===== src/rtl/popcount30_neuron_seq_if.sv =====
// Bundle of the sequencer's control, weight-ROM, popcount and result handshake signals.
// The slave modport is the sequencer; the master modport is its environment.
interface popcount30_neuron_seq_if #(
    parameter int N_NEURONS = 4,
    parameter int THR_W     = 6
);
    localparam int AW = (N_NEURONS > 1) ? $clog2(N_NEURONS) : 1;

    logic                    start;
    logic [29:0]             x_in;
    logic                    busy;
    logic                    w_rd;
    logic [AW-1:0]           w_addr;
    logic [29:0]             w_pos;
    logic [29:0]             w_neg;
    logic [THR_W-1:0]        w_thr;
    logic [29:0]             pc_a;
    logic [4:0]              pc_out;
    logic                    out_valid;
    logic                    out_ready;
    logic [N_NEURONS-1:0]    act_out;

    modport slave (
        input  start, x_in, w_pos, w_neg, w_thr, pc_out, out_ready,
        output busy, w_rd, w_addr, pc_a, out_valid, act_out
    );

    modport master (
        output start, x_in, w_pos, w_neg, w_thr, pc_out, out_ready,
        input  busy, w_rd, w_addr, pc_a, out_valid, act_out
    );
endinterface


===== src/rtl/popcount30_neuron_seq.sv =====
// Time-shares one external 30-input popcount unit across N_NEURONS ternary neurons.
// Optional feature: define POPCOUNT_NEURON_CLAMP_EN to clamp popcount results of 31 down to 30.
module popcount30_neuron_seq #(
    parameter int N_NEURONS = 4,
    parameter int THR_W     = 6
) (
    input  logic                   clk,
    input  logic                   rst_n,
    popcount30_neuron_seq_if.slave bus
);
    localparam int AW = (N_NEURONS > 1) ? $clog2(N_NEURONS) : 1;

    typedef enum logic [2:0] {
        S_IDLE  = 3'd0,
        S_FETCH = 3'd1,
        S_POS   = 3'd2,
        S_NEG   = 3'd3,
        S_EVAL  = 3'd4,
        S_DONE  = 3'd5
    } state_t;

    state_t                 state_q, state_d;
    logic [29:0]            x_q, x_d;
    logic [AW-1:0]          n_q, n_d;
    logic [4:0]             pos_q, pos_d;
    logic [4:0]             neg_q, neg_d;
    logic [N_NEURONS-1:0]   act_q, act_d;
    logic                   busy_q, busy_d;
    logic                   w_rd_q, w_rd_d;
    logic [AW-1:0]          w_addr_q, w_addr_d;
    logic                   out_valid_q, out_valid_d;

    logic [29:0]            pc_a_c;
    logic [4:0]             pc_sat;
    logic signed [5:0]      diff;
    logic signed [THR_W-1:0] diff_ext;
    logic                   act;

`ifdef POPCOUNT_NEURON_CLAMP_EN
    // An approximate unit may report 31 for a 30-bit operand; bound that error.
    assign pc_sat = (bus.pc_out == 5'd31) ? 5'd30 : bus.pc_out;
`else
    assign pc_sat = bus.pc_out;
`endif

    assign diff     = $signed({1'b0, pos_q}) - $signed({1'b0, neg_q});
    assign diff_ext = THR_W'(diff);
    assign act      = (diff_ext >= $signed(bus.w_thr));

    always_comb begin
        state_d = state_q;
        x_d     = x_q;
        n_d     = n_q;
        pos_d   = pos_q;
        neg_d   = neg_q;
        act_d   = act_q;
        pc_a_c  = '0;
        case (state_q)
            S_IDLE: begin
                if (bus.start) begin
                    x_d     = bus.x_in;
                    n_d     = '0;
                    act_d   = '0;
                    state_d = S_FETCH;
                end
            end
            S_FETCH: state_d = S_POS;
            S_POS: begin
                pc_a_c  = x_q & bus.w_pos;
                pos_d   = pc_sat;
                state_d = S_NEG;
            end
            S_NEG: begin
                pc_a_c  = x_q & bus.w_neg;
                neg_d   = pc_sat;
                state_d = S_EVAL;
            end
            S_EVAL: begin
                act_d[n_q] = act;
                if (n_q == AW'(N_NEURONS - 1)) begin
                    state_d = S_DONE;
                end else begin
                    n_d     = n_q + AW'(1);
                    state_d = S_FETCH;
                end
            end
            S_DONE: begin
                // start is deliberately not looked at here, even alongside out_ready.
                if (bus.out_ready) state_d = S_IDLE;
            end
            default: state_d = S_IDLE;
        endcase
    end

    // Outputs are registered copies of what the next state implies, so they line up with it.
    always_comb begin
        busy_d      = (state_d != S_IDLE);
        w_rd_d      = (state_d == S_FETCH);
        w_addr_d    = n_d;
        out_valid_d = (state_d == S_DONE);
    end

    always_ff @(posedge clk or negedge rst_n) begin
        if (!rst_n) begin
            state_q     <= S_IDLE;
            x_q         <= '0;
            n_q         <= '0;
            pos_q       <= '0;
            neg_q       <= '0;
            act_q       <= '0;
            busy_q      <= 1'b0;
            w_rd_q      <= 1'b0;
            w_addr_q    <= '0;
            out_valid_q <= 1'b0;
        end else begin
            state_q     <= state_d;
            x_q         <= x_d;
            n_q         <= n_d;
            pos_q       <= pos_d;
            neg_q       <= neg_d;
            act_q       <= act_d;
            busy_q      <= busy_d;
            w_rd_q      <= w_rd_d;
            w_addr_q    <= w_addr_d;
            out_valid_q <= out_valid_d;
        end
    end

    assign bus.busy      = busy_q;
    assign bus.w_rd      = w_rd_q;
    assign bus.w_addr    = w_addr_q;
    assign bus.out_valid = out_valid_q;
    assign bus.act_out   = act_q;
    assign bus.pc_a      = pc_a_c;
endmodule


===== src/flat_wrapper.sv =====
// flat-port wrapper written by rule: the top's interface ports become plain ports
module popcount30_neuron_seq_flat 
#(
    parameter int N_NEURONS = 4,
    parameter int THR_W     = 6
)
  (clk, rst_n, bus_start, bus_x_in, bus_w_pos, bus_w_neg, bus_w_thr, bus_pc_out, bus_out_ready, bus_busy, bus_w_rd, bus_w_addr, bus_pc_a, bus_out_valid, bus_act_out);
  popcount30_neuron_seq_if #(.N_NEURONS(N_NEURONS), .THR_W(THR_W)) bus_i ();
  input  logic clk;
  input  logic rst_n;
  input wire logic [$bits(bus_i.start)-1:0] bus_start;
  input wire logic [$bits(bus_i.x_in)-1:0] bus_x_in;
  input wire logic [$bits(bus_i.w_pos)-1:0] bus_w_pos;
  input wire logic [$bits(bus_i.w_neg)-1:0] bus_w_neg;
  input wire logic [$bits(bus_i.w_thr)-1:0] bus_w_thr;
  input wire logic [$bits(bus_i.pc_out)-1:0] bus_pc_out;
  input wire logic [$bits(bus_i.out_ready)-1:0] bus_out_ready;
  output wire logic [$bits(bus_i.busy)-1:0] bus_busy;
  output wire logic [$bits(bus_i.w_rd)-1:0] bus_w_rd;
  output wire logic [$bits(bus_i.w_addr)-1:0] bus_w_addr;
  output wire logic [$bits(bus_i.pc_a)-1:0] bus_pc_a;
  output wire logic [$bits(bus_i.out_valid)-1:0] bus_out_valid;
  output wire logic [$bits(bus_i.act_out)-1:0] bus_act_out;
  assign bus_i.start = bus_start;
  assign bus_i.x_in = bus_x_in;
  assign bus_i.w_pos = bus_w_pos;
  assign bus_i.w_neg = bus_w_neg;
  assign bus_i.w_thr = bus_w_thr;
  assign bus_i.pc_out = bus_pc_out;
  assign bus_i.out_ready = bus_out_ready;
  assign bus_busy = bus_i.busy;
  assign bus_w_rd = bus_i.w_rd;
  assign bus_w_addr = bus_i.w_addr;
  assign bus_pc_a = bus_i.pc_a;
  assign bus_out_valid = bus_i.out_valid;
  assign bus_act_out = bus_i.act_out;
  popcount30_neuron_seq #(.N_NEURONS(N_NEURONS), .THR_W(THR_W)) u_core (.clk(clk), .rst_n(rst_n), .bus(bus_i));
endmodule

===== config.mk =====
export PLATFORM = sky130hd
export DESIGN_NAME = popcount30_neuron_seq_flat
export DESIGN_NICKNAME = d
export VERILOG_FILES = /design/src/rtl/popcount30_neuron_seq_if.sv /design/src/rtl/popcount30_neuron_seq.sv /design/src/flat_wrapper.sv
export SDC_FILE = /design/constraint.sdc
export NUM_CORES = 1
export LEC_CHECK = 0
export CORE_ASPECT_RATIO = 0.75
export CORE_MARGIN = 8
export CORE_UTILIZATION = 45
export CTS_BUF_LIST = sky130_fd_sc_hd__clkbuf_8 sky130_fd_sc_hd__clkbuf_16
export CTS_CLUSTER_DIAMETER = 40
export DETAILED_ROUTE_END_ITERATION = 10
export PLACE_DENSITY = 0.9
export SKIP_LAST_GASP = 1
export SLEW_MARGIN = 20
export SYNTH_ARGS = -nofsm -noshare
export SYNTH_HDL_FRONTEND = slang
export SYNTH_SLANG_ARGS = --single-unit

===== constraint.sdc =====
create_clock -name clk -period 5.7 [get_ports clk]
set_input_delay 1.425 -clock clk [delete_from_list [all_inputs] [get_ports clk]]
set_output_delay 1.425 -clock clk [all_outputs]
set_load 0.005 [all_outputs]

==> results.toml, run 1 <==
[clock_network]
clk_pin_slew_worst_paths_ns = 0.09
cts_htree_levels = 2
cts_inserted_buffers = 5
cts_root_buf = "sky130_fd_sc_hd__clkbuf_8"
post_cts_hold_buffer_count = 0
cts.repair_timing.setup_buffer_count = 0
clock_sink_count = 52
tritoncts = "done"
clkLatencyLatePin_ns = 0.30
post_cts_resized = 0
ctsLongestPathBuffers = 2

[yosys]
largest_family_of_logic_cells_by_synthesized_area = "simple AND/OR/NAND/NOR gates"
synth_adder_area_share_pct = 6.83
muxShareOfSynthArea_pct = 13.2
post_synth_num_cell_types = 31
yosysTopAreaCell = "sky130_fd_sc_hd__dfrtp_1"
synth-simple-area-share_pct = 25.2
syn-mean-instance-area_um2 = 8.54
ys_seq_area_share_pct = 42.8
fraction_of_synthesized_cell_area_in_xor_and_xnor_cells_pct = 0.864
synthTopCellsByArea = "sky130_fd_sc_hd__dfrtp_1, sky130_fd_sc_hd__nand2_1, sky130_fd_sc_hd__mux2i_1, sky130_fd_sc_hd__ha_1, sky130_fd_sc_hd__nor2_1"
synth-compound-area-share_pct = 5.68
post_synthesis_net_count = 477
netlist_area_um2 = 3040
synthesis.instances = 356
synth_top_area_share_pct = 42.8
postSynthRegisterBits = 52
yosys_warnings = 0

[final_layout]
layout-drive-gt1-share_pct = 5.09
finish.net_count = 611
area.sequential_um2 = 1300
multi_input_comb_area_um2 = 1580
antenna_diodes = 0
layout_commonest_cell = "sky130_fd_sc_hd__clkdlybuf4s50_1"
final.fill_count = 523
final_cell_mix = "sky130_fd_sc_hd__clkdlybuf4s50_1, sky130_fd_sc_hd__nand2_1, sky130_fd_sc_hd__dfrtp_1"
area_delta_synth_final_pct = 51.5
layout.cells.non_filler = 575

[route]
detail_route.first_pass.iterations = 4
vias = 2835
routed_wirelength_mm = 8.66
routed_via_density = 4.93
violation_count_after_the_first_detailed_routing_iteration = 108
residual_drc = 0
wire_per_inst_um = 15.1
detail-route-antenna-nets = 0

[setup_path]
timing.reg2reg.worst_path_depth = 12
critPathMaxFanout = 1
worstSetupStartpoint = "bus_w_neg[1]"
worstSetupStartpointType = "input pin"
critical_path.endpoint_type = "primary output"
r2r-end = "u_core.bus.act_out[0]$_DFFE_PN0P_"
crit_path_end = "bus_pc_a[1]"
cpLargestDelayFamily = "buffers and inverters"
worstPathArrival_ns = 2.66
reg2reg_setup_slack_ns = 3.15
crit_path_cell_trace = "clkdlybuf4s50_1 -> mux2i_1 -> nor2_1 -> clkdlybuf4s50_1"
crit_path_top_delay_cell = "sky130_fd_sc_hd__clkdlybuf4s50_1"
cp_num_cells = 4
reg2reg_launch_point = "u_core.pos_q[0]$_DFFE_PN0P_"
critical_path_required_ns = 4.28
setup_crit_path_kind = "input pin to primary output"
crit_top_cell = "sky130_fd_sc_hd__clkdlybuf4s50_1"
cp_bufs_invs = 2
critPathMaxStageDelay_ns = 0.51

[power]
p_leak_nw = 2.11
power_density_normalized_to_cell_area_nw_per_um2 = 440
worst_ir_drop_vdd_mv = 0.222
final_total_power_mw = 2.03

[global_route]
track_usage_pct = 17.3
antenna_violations_before_repair = 0
maximum_number_of_pins_on_one_net_before_global_route_repair = 53
grt_pass1_vias = 2929
grt_pass1_wl_mm = 13.8
overflow = 0

[timing]
slew_headroom_pct = 26.8
final.min_clock_period_ns = 4.08
tns_ns = 0
min_period_over_period_pct = 71.6
final_max_slew_viol_count = 0
finalSetupViolations = 0
tightestPinTransition_ns = 1.10
grt_setup_unrepaired = "false"
report.final.hold_viol_count = 0
max_clock_freq_ghz = 0.245
clock-skew-final_ns = 0.0106
fin_hold_ws_ns = 0.483

[run_status]
status = "completed"

[placed_design]
dp_hpwl_mm = 6.81
port_buffers = 143
globalplace.congestion = 0.763
placedCellCount = 567

[floorplan]
dieArea_um2 = 9670
die_width_um = 111
floorplan.rows = 26
fp.dieH_um = 87.2
std_cell_core_area_um2 = 6670
top_level_i_o_count = 144
initial_utilization_pct = 45.6

[hold_path]
hold_path.class = "register to register"

[flow_run]
timing.max_cap.violations = 0
==> worst reg2reg max path: cells and delay by family, from the launching register on <==
family	cells	cell delay, ns
AO/OA/AOI/OAI	4	0.67
XOR/XNOR	1	0.15
adder cells (fa/ha/maj)	3	0.86
buffers and inverters	2	0.14
flip-flops	1	0.38
AND/OR/NAND/NOR	2	0.26
==> report_power, final <==
group          internal, mW  total [mW]  switching [mW]  leakage, nW
clock network         0.144       0.264           0.121       0.0614
registers             0.536       0.700           0.164        0.648
logic                 0.544        1.06           0.517         1.40
==> Yosys cell counts <==
cell / count
sky130_fd_sc_hd__nand2_1: 124
sky130_fd_sc_hd__dfrtp_1: 52
sky130_fd_sc_hd__nor2_1: 39
sky130_fd_sc_hd__mux2i_1: 30
sky130_fd_sc_hd__ha_1: 15
sky130_fd_sc_hd__inv_1: 15
sky130_fd_sc_hd__buf_2: 10
sky130_fd_sc_hd__a21oi_1: 9
sky130_fd_sc_hd__mux2_2: 9
sky130_fd_sc_hd__nand3_1: 7
sky130_fd_sc_hd__a22oi_1: 5
sky130_fd_sc_hd__nand2b_1: 5
sky130_fd_sc_hd__o21ai_0: 5
sky130_fd_sc_hd__a31o_1: 4
sky130_fd_sc_hd__buf_6: 4
sky130_fd_sc_hd__clkbuf_1: 4
sky130_fd_sc_hd__nor2b_1: 3
sky130_fd_sc_hd__or3_1: 2
sky130_fd_sc_hd__xnor2_1: 2
sky130_fd_sc_hd__a211oi_1: 1
sky130_fd_sc_hd__a21o_1: 1
sky130_fd_sc_hd__and2b_1: 1
sky130_fd_sc_hd__fa_1: 1
sky130_fd_sc_hd__nand4b_1: 1
sky130_fd_sc_hd__nor3_1: 1
sky130_fd_sc_hd__nor3b_2: 1
sky130_fd_sc_hd__nor4b_1: 1
sky130_fd_sc_hd__o211ai_1: 1
sky130_fd_sc_hd__o21bai_1: 1
sky130_fd_sc_hd__or4b_4: 1
sky130_fd_sc_hd__xor2_1: 1
==> layer usage <==
layer | wire, um | GRT usage [%] | vias up
met3 | 545 | 5.03 | 4
met4 | 57 | 4.40 | 0
met2 | 4440 | 31.7 | 98
met1 | 3620 | 19.3 | 1311
li1 | - | - | 1422
met5 | 0 | 0 | -
==> state kept, by name, summed over array words and instances (netlist names) <==
signal                cells
u_core.x_q               30
u_core.neg_q              5
u_core.pos_q              5
u_core.bus.act_out        4
u_core.state_q            3
u_core.n_q                2
u_core.bus.busy           1
u_core.bus.out_valid      1
u_core.bus.w_rd           1
==> cells by family (layout without fill, tap and decap cells) <==
| group | Yosys count | after routing |
|---|---|---|
| and+or+nand+nor | 186 | 186 |
| DFF | 52 | 52 |
| muxes | 39 | 39 |
| buffers and inverters | 33 | 168 |
| AOI/OAI and AO/OA | 27 | 27 |
| adders and majority gates | 16 | 16 |
| xor gates and xnor gates | 3 | 3 |
==> worst min path at each step <==
| stage | startpoint | end | slack (ns) | depth (start not counted) |
|---|---|---|---|---|
| after detailed placement | u_core.x_q[14]$_DFFE_PN0P_ | u_core.x_q[14]$_DFFE_PN0P_ | 0.46 | 2 |
| after CTS | u_core.x_q[14]$_DFFE_PN0P_ | u_core.x_q[14]$_DFFE_PN0P_ | 0.49 | 2 |
| final | u_core.x_q[14]$_DFFE_PN0P_ | u_core.x_q[14]$_DFFE_PN0P_ | 0.48 | 2 |
| after floorplan | u_core.x_q[0]$_DFFE_PN0P_ | u_core.x_q[0]$_DFFE_PN0P_ | 0.44 | 2 |
| after global placement | u_core.x_q[11]$_DFFE_PN0P_ | u_core.x_q[11]$_DFFE_PN0P_ | 0.46 | 2 |
| after global routing | u_core.x_q[14]$_DFFE_PN0P_ | u_core.x_q[14]$_DFFE_PN0P_ | 0.51 | 2 |
==> cell type report <==
cell class / count / area share [%]
Timing Repair Buffer: 145 / 31.3
Multi-Input combinational cell: 271 / 34.3
Sequential cell: 52 / 28.3
Tap cell: 84 / 2.28
Clock inverter: 2 / 0.842
Inverter: 15 / 1.22
Clock buffer: 6 / 1.79
==> stage by stage <==
| step | util, % | worst slack [ns] | instance area [um^2] |
|---|---|---|---|
| after global placement | 67.3 | 1.66 | 4490 |
| after global routing | 69.1 | 1.52 | 4610 |
| after CTS | 69.1 | 1.61 | 4610 |
| final | 69.1 | 1.62 | 4610 |
| after detailed placement | 67.3 | 1.62 | 4490 |
| after floorplan | - | 2.67 | 3040 |
Power figures use the tool's default switching activity.
==> inputs of run 2 (changes only) <==
Settings changed: CORE_UTILIZATION 45 to 41, PLACE_DENSITY 0.9 to 0.83.
Clock period 5.7 ns to 4 ns, I/O delays scaled along.
==> results.toml, run 2 (synthesized netlist as in run 1, its figures left out) <==
[power]
power.combinational.fraction_pct = 54.5
internal-power_mw = 1.67
power.switching_mw = 1.15
clock_power_share_pct = 9.9
power_density_normalized_to_cell_area_nw_per_um2 = 611
seqPwrFrac_pct = 35.6
power_switching_share_pct = 40.7
worst_ir_drop_vdd_mv = 0.253
p_leak_nw = 2.10

[setup_path]
crit_path_cell_trace = "and2b_1 -> buf_4 -> nand2_1 -> nor2_1 -> clkdlybuf4s50_1"
worstSetupStartpointType = "register"
worstPathArrival_ns = 2.46
setup_crit_path_kind = "register to primary output"
worstSetupStartpoint = "u_core.state_q[2]$_DFF_PN0_"
crit_path_top_delay_cell = "sky130_fd_sc_hd__and2b_1"
critPathMaxStageDelay_ns = 0.57
reg2reg_launch_point = "u_core.pos_q[0]$_DFFE_PN0P_"
critical_path.endpoint_type = "primary output"
critPathMaxFanout = 20
critical_path_required_ns = 3.00

[placed_design]
globalplace.congestion = 0.826
dp_hpwl_mm = 6.98
pre_cts_slack_ns = 0.746
port_buffers = 143
placedCellCount = 585

[timing]
tns_ns = 0
report.final.hold_viol_count = 0
slew_headroom_pct = 42.6
final_max_slew_viol_count = 0
final.min_clock_period_ns = 3.46
grt_setup_unrepaired = "false"
fin_hold_ws_ns = 0.480
setup_slack_ns = 0.539
min_period_over_period_pct = 86.5
max_clock_freq_ghz = 0.289
tightestPinTransition_ns = 0.861
clock-skew-final_ns = 0.00915
finalSetupViolations = 0

[clock_network]
cts.repair_timing.setup_buffer_count = 0
clk_pin_slew_worst_paths_ns = 0.08
clkLatencyLatePin_ns = 0.29
tritoncts = "done"
clock_sink_count = 52
post_cts_resized = 0
cts_htree_levels = 2
ctsLongestPathBuffers = 2
cts_inserted_buffers = 5
post_cts_hold_buffer_count = 0
cts_root_buf = "sky130_fd_sc_hd__clkbuf_8"

[floorplan]
fp.dieH_um = 90.6
initial_utilization_pct = 41.9
top_level_i_o_count = 144
std_cell_core_area_um2 = 7260
die_width_um = 115
dieArea_um2 = 10500
floorplan.rows = 27

[final_layout]
area_delta_synth_final_pct = 51.5
final.fill_count = 633
antenna_diodes = 0
largest_register_ffs = 30
final_cell_mix = "sky130_fd_sc_hd__clkdlybuf4s50_1, sky130_fd_sc_hd__nand2_1, sky130_fd_sc_hd__dfrtp_1"
max_flop_register = "u_core.x_q"
top_flop_regs = "u_core.x_q: 30 flops, u_core.neg_q: 5 flops, u_core.pos_q: 5 flops"
final_util_pct = 63.4
layout-drive-gt1-share_pct = 4.68
layout.cells.non_filler = 592
layout_commonest_cell = "sky130_fd_sc_hd__clkdlybuf4s50_1"
finish.net_count = 612

[flow_run]
timing.max_cap.violations = 0

[global_route]
antenna_violations_before_repair = 0
maximum_number_of_pins_on_one_net_before_global_route_repair = 42
overflow = 0
track_usage_pct = 17.2
grt_pass1_wl_mm = 14.7
grt_pass1_vias = 3100

[route]
vias = 2860
wire_per_inst_um = 15.0
violation_count_after_the_first_detailed_routing_iteration = 91
residual_drc = 0
routed_wirelength_mm = 8.90
detail-route-antenna-nets = 0
routed_via_density = 4.83
detail_route.first_pass.iterations = 4

[hold_path]
hold_path.class = "register to register"
worst_hold_startpoint = "u_core.x_q[12]$_DFFE_PN0P_"

[run_status]
status = "completed"
run 2: worst paths after layout:
kind                            slack, ns                                 to  depth (start not counted)
worst max register to register       1.44  u_core.bus.act_out[0]$_DFFE_PN0P_                         12
worst max-delay path                 0.54                       bus_pc_a[27]                          5
max in group asynchronous            2.47         u_core.x_q[14]$_DFFE_PN0P_                          2
min in group asynchronous            0.81         u_core.x_q[28]$_DFFE_PN0P_                          1
worst min register to register       0.48         u_core.x_q[12]$_DFFE_PN0P_                          2
worst min-delay path                 0.48         u_core.x_q[12]$_DFFE_PN0P_                          2
run 2: routing by layer:
layer	vias up	global-route usage, %	part of all wire, %
met5	-	0	0
met4	0	5.02	1.4
met3	11	4.81	7.6
met2	99	30.4	50
met1	1332	19.4	41
li1	1418	-	-
run 2: cell type report:
class	count	area, um^2	area share [%]
Clock buffer	5	68.8	1.49
Clock inverter	2	8.76	0.190
Inverter	15	56.3	1.22
Multi-Input combinational cell	271	1580	34.3
Sequential cell	52	1310	28.3
Tap cell	101	126	2.74
Timing Repair Buffer	146	1460	31.7
run 2: worst max-delay path, delay by kind of cell, from the launching register on:
family,cells,cell delay (ns)
flops,1,0.49
simple gates,3,0.80
buf+inv,2,0.89
run 2: power groups by stage:
stage / registers [mW] / clock network (mW) / logic [mW]
after floorplan: 0.872 / 0 / 1.13
after global placement: 0.987 / 0 / 1.49
after detailed placement: 1.01 / 0 / 1.56
after CTS: 0.999 / 0.290 / 1.57
after global routing: 1.04 / 0.309 / 1.75
final: 1.00 / 0.279 / 1.54
run 2: metrics by stage:
stage	power, mW	area (um^2)
6_report	2.82	4610
5_1_grt	3.10	4610
4_1_cts	2.85	4600
3_5_place_dp	2.56	4530
3_3_place_gp	2.48	4530
2_1_floorplan	2.00	3040
==> inputs of run 3 (changes only) <==
Settings changed: CAP_MARGIN set to 30.
==> results.toml, run 3 (synthesized netlist as in run 1, its figures left out) <==
[run_status]
status = "completed"

[final_layout]
layout-drive-gt1-share_pct = 5.06
layout.cells.non_filler = 595
multi_input_comb_area_um2 = 1580
finish.net_count = 614
area_delta_synth_final_pct = 52.8
antenna_diodes = 0
final.fill_count = 628
max_flop_register = "u_core.x_q"
largest_register_ffs = 30
top_flop_regs = "u_core.x_q: 30 flops, u_core.neg_q: 5 flops, u_core.pos_q: 5 flops"
area.sequential_um2 = 1300
final_cell_mix = "sky130_fd_sc_hd__clkdlybuf4s50_1, sky130_fd_sc_hd__nand2_1, sky130_fd_sc_hd__dfrtp_1"
layout_commonest_cell = "sky130_fd_sc_hd__clkdlybuf4s50_1"

[floorplan]
fp.dieH_um = 90.6
std_cell_core_area_um2 = 7260
die_width_um = 115
initial_utilization_pct = 41.9
floorplan.rows = 27
dieArea_um2 = 10500
top_level_i_o_count = 144

[setup_path]
cpLargestDelayFamily = "buffers and inverters"
critPathMaxFanout = 20
crit_path_cell_trace = "and2b_1 -> buf_4 -> nand2_1 -> nor2_1 -> clkdlybuf4s50_1"
worstPathArrival_ns = 2.49
setup_crit_path_kind = "register to primary output"
crit_path_top_delay_cell = "sky130_fd_sc_hd__and2b_1"
critical_path.endpoint_type = "primary output"
cp_bufs_invs = 2
critPathMaxStageDelay_ns = 0.58
worstSetupStartpointType = "register"
critical_path_required_ns = 3.00

[route]
wl_met2_mm = 4.36
detail_route.first_pass.iterations = 4
detail-route-antenna-nets = 0
residual_drc = 0
routed_via_density = 4.80
routed_wirelength_mm = 8.95
vias = 2856
detail_route.wirelength.met1_mm = 3.84
violation_count_after_the_first_detailed_routing_iteration = 116
highest_metal_layer_with_signal_wires = "met4"
routed-wl-met3_um = 602
wire_per_inst_um = 15.0

[clock_network]
cts.repair_timing.setup_buffer_count = 0
post_cts_resized = 0
ctsLongestPathBuffers = 2
clock_sink_count = 52
cts_htree_levels = 2
cts_inserted_buffers = 5
clk_pin_slew_worst_paths_ns = 0.08
cts_root_buf = "sky130_fd_sc_hd__clkbuf_8"
post_cts_hold_buffer_count = 0
clkLatencyLatePin_ns = 0.29
tritoncts = "done"

[global_route]
overflow = 0
grt_pass1_wl_mm = 14.8
track_usage_pct = 17.3
maximum_number_of_pins_on_one_net_before_global_route_repair = 40
grt_pass1_vias = 3151
antenna_violations_before_repair = 0

[timing]
final_max_slew_viol_count = 0
finalSetupViolations = 0
report.final.hold_viol_count = 0
clock-skew-final_ns = 0.00848
final.min_clock_period_ns = 3.49
tightestPinTransition_ns = 0.771
grt_setup_unrepaired = "false"
max_clock_freq_ghz = 0.286
slew_headroom_pct = 48.5
setup_slack_ns = 0.506
min_period_over_period_pct = 87.3
tns_ns = 0

[power]
final_total_power_mw = 2.85
power_density_normalized_to_cell_area_nw_per_um2 = 612
worst_ir_drop_vdd_mv = 0.265
p_leak_nw = 2.12

[placed_design]
pre_cts_slack_ns = 0.784
placedCellCount = 586
dp_hpwl_mm = 7.15
globalplace.congestion = 0.826
port_buffers = 143

[flow_run]
timing.max_cap.violations = 0

[hold_path]
hold_path.class = "register to register"
[run 3: final timing paths]
kind / start / to / slack, ns / cells after the start
max: u_core.state_q[2]$_DFF_PN0_ / bus_pc_a[27] / 0.51 / 5
min: u_core.x_q[9]$_DFFE_PN0P_ / u_core.x_q[9]$_DFFE_PN0P_ / 0.48 / 2
max reg2reg: u_core.pos_q[0]$_DFFE_PN0P_ / u_core.bus.act_out[0]$_DFFE_PN0P_ / 1.42 / 12
min reg2reg: u_core.x_q[9]$_DFFE_PN0P_ / u_core.x_q[9]$_DFFE_PN0P_ / 0.48 / 2
max in group asynchronous: rst_n / u_core.x_q[13]$_DFFE_PN0P_ / 2.79 / 3
min in group asynchronous: rst_n / u_core.x_q[28]$_DFFE_PN0P_ / 0.54 / 1
[run 3: cell type report]
class                           count  area share [%]
Timing Repair Buffer              148            32.3
Multi-Input combinational cell    271            34.0
Inverter                           15            1.21
Clock inverter                      3           0.269
Tap cell                          101            2.72
Clock buffer                        5            1.48
Sequential cell                    52            28.0
[run 3: where the power goes]
group | internal [mW] | switching [mW] | total, mW
combinational | 0.804 | 0.817 | 1.62
clock | 0.118 | 0.161 | 0.279
sequential | 0.766 | 0.180 | 0.946
[run 3: layer usage]
metal,vias to the layer above,global-route usage (%)
met5,-,0
met4,0,6.00
met3,12,4.74
met2,89,29.9
met1,1329,20.0
li1,1426,-
[run 3: metrics by stage]
| stage | hold WS, ns | utilization [%] | area (um^2) |
|---|---|---|---|
| floorplan | 0.444 | - | 3040 |
| global placement | 0.457 | 62.3 | 4530 |
| detailed placement | 0.462 | 62.6 | 4550 |
| CTS | 0.484 | 63.7 | 4630 |
| global route | 0.516 | 64.0 | 4650 |
| finish | 0.484 | 64.0 | 4650 |
[run 3: worst min-delay path, cell delays in order, from the launching register on]
cell and delay [ns]:
sky130_fd_sc_hd__dfrtp_1 0.35, sky130_fd_sc_hd__nand2_1 0.05, sky130_fd_sc_hd__nand2_1 0.05
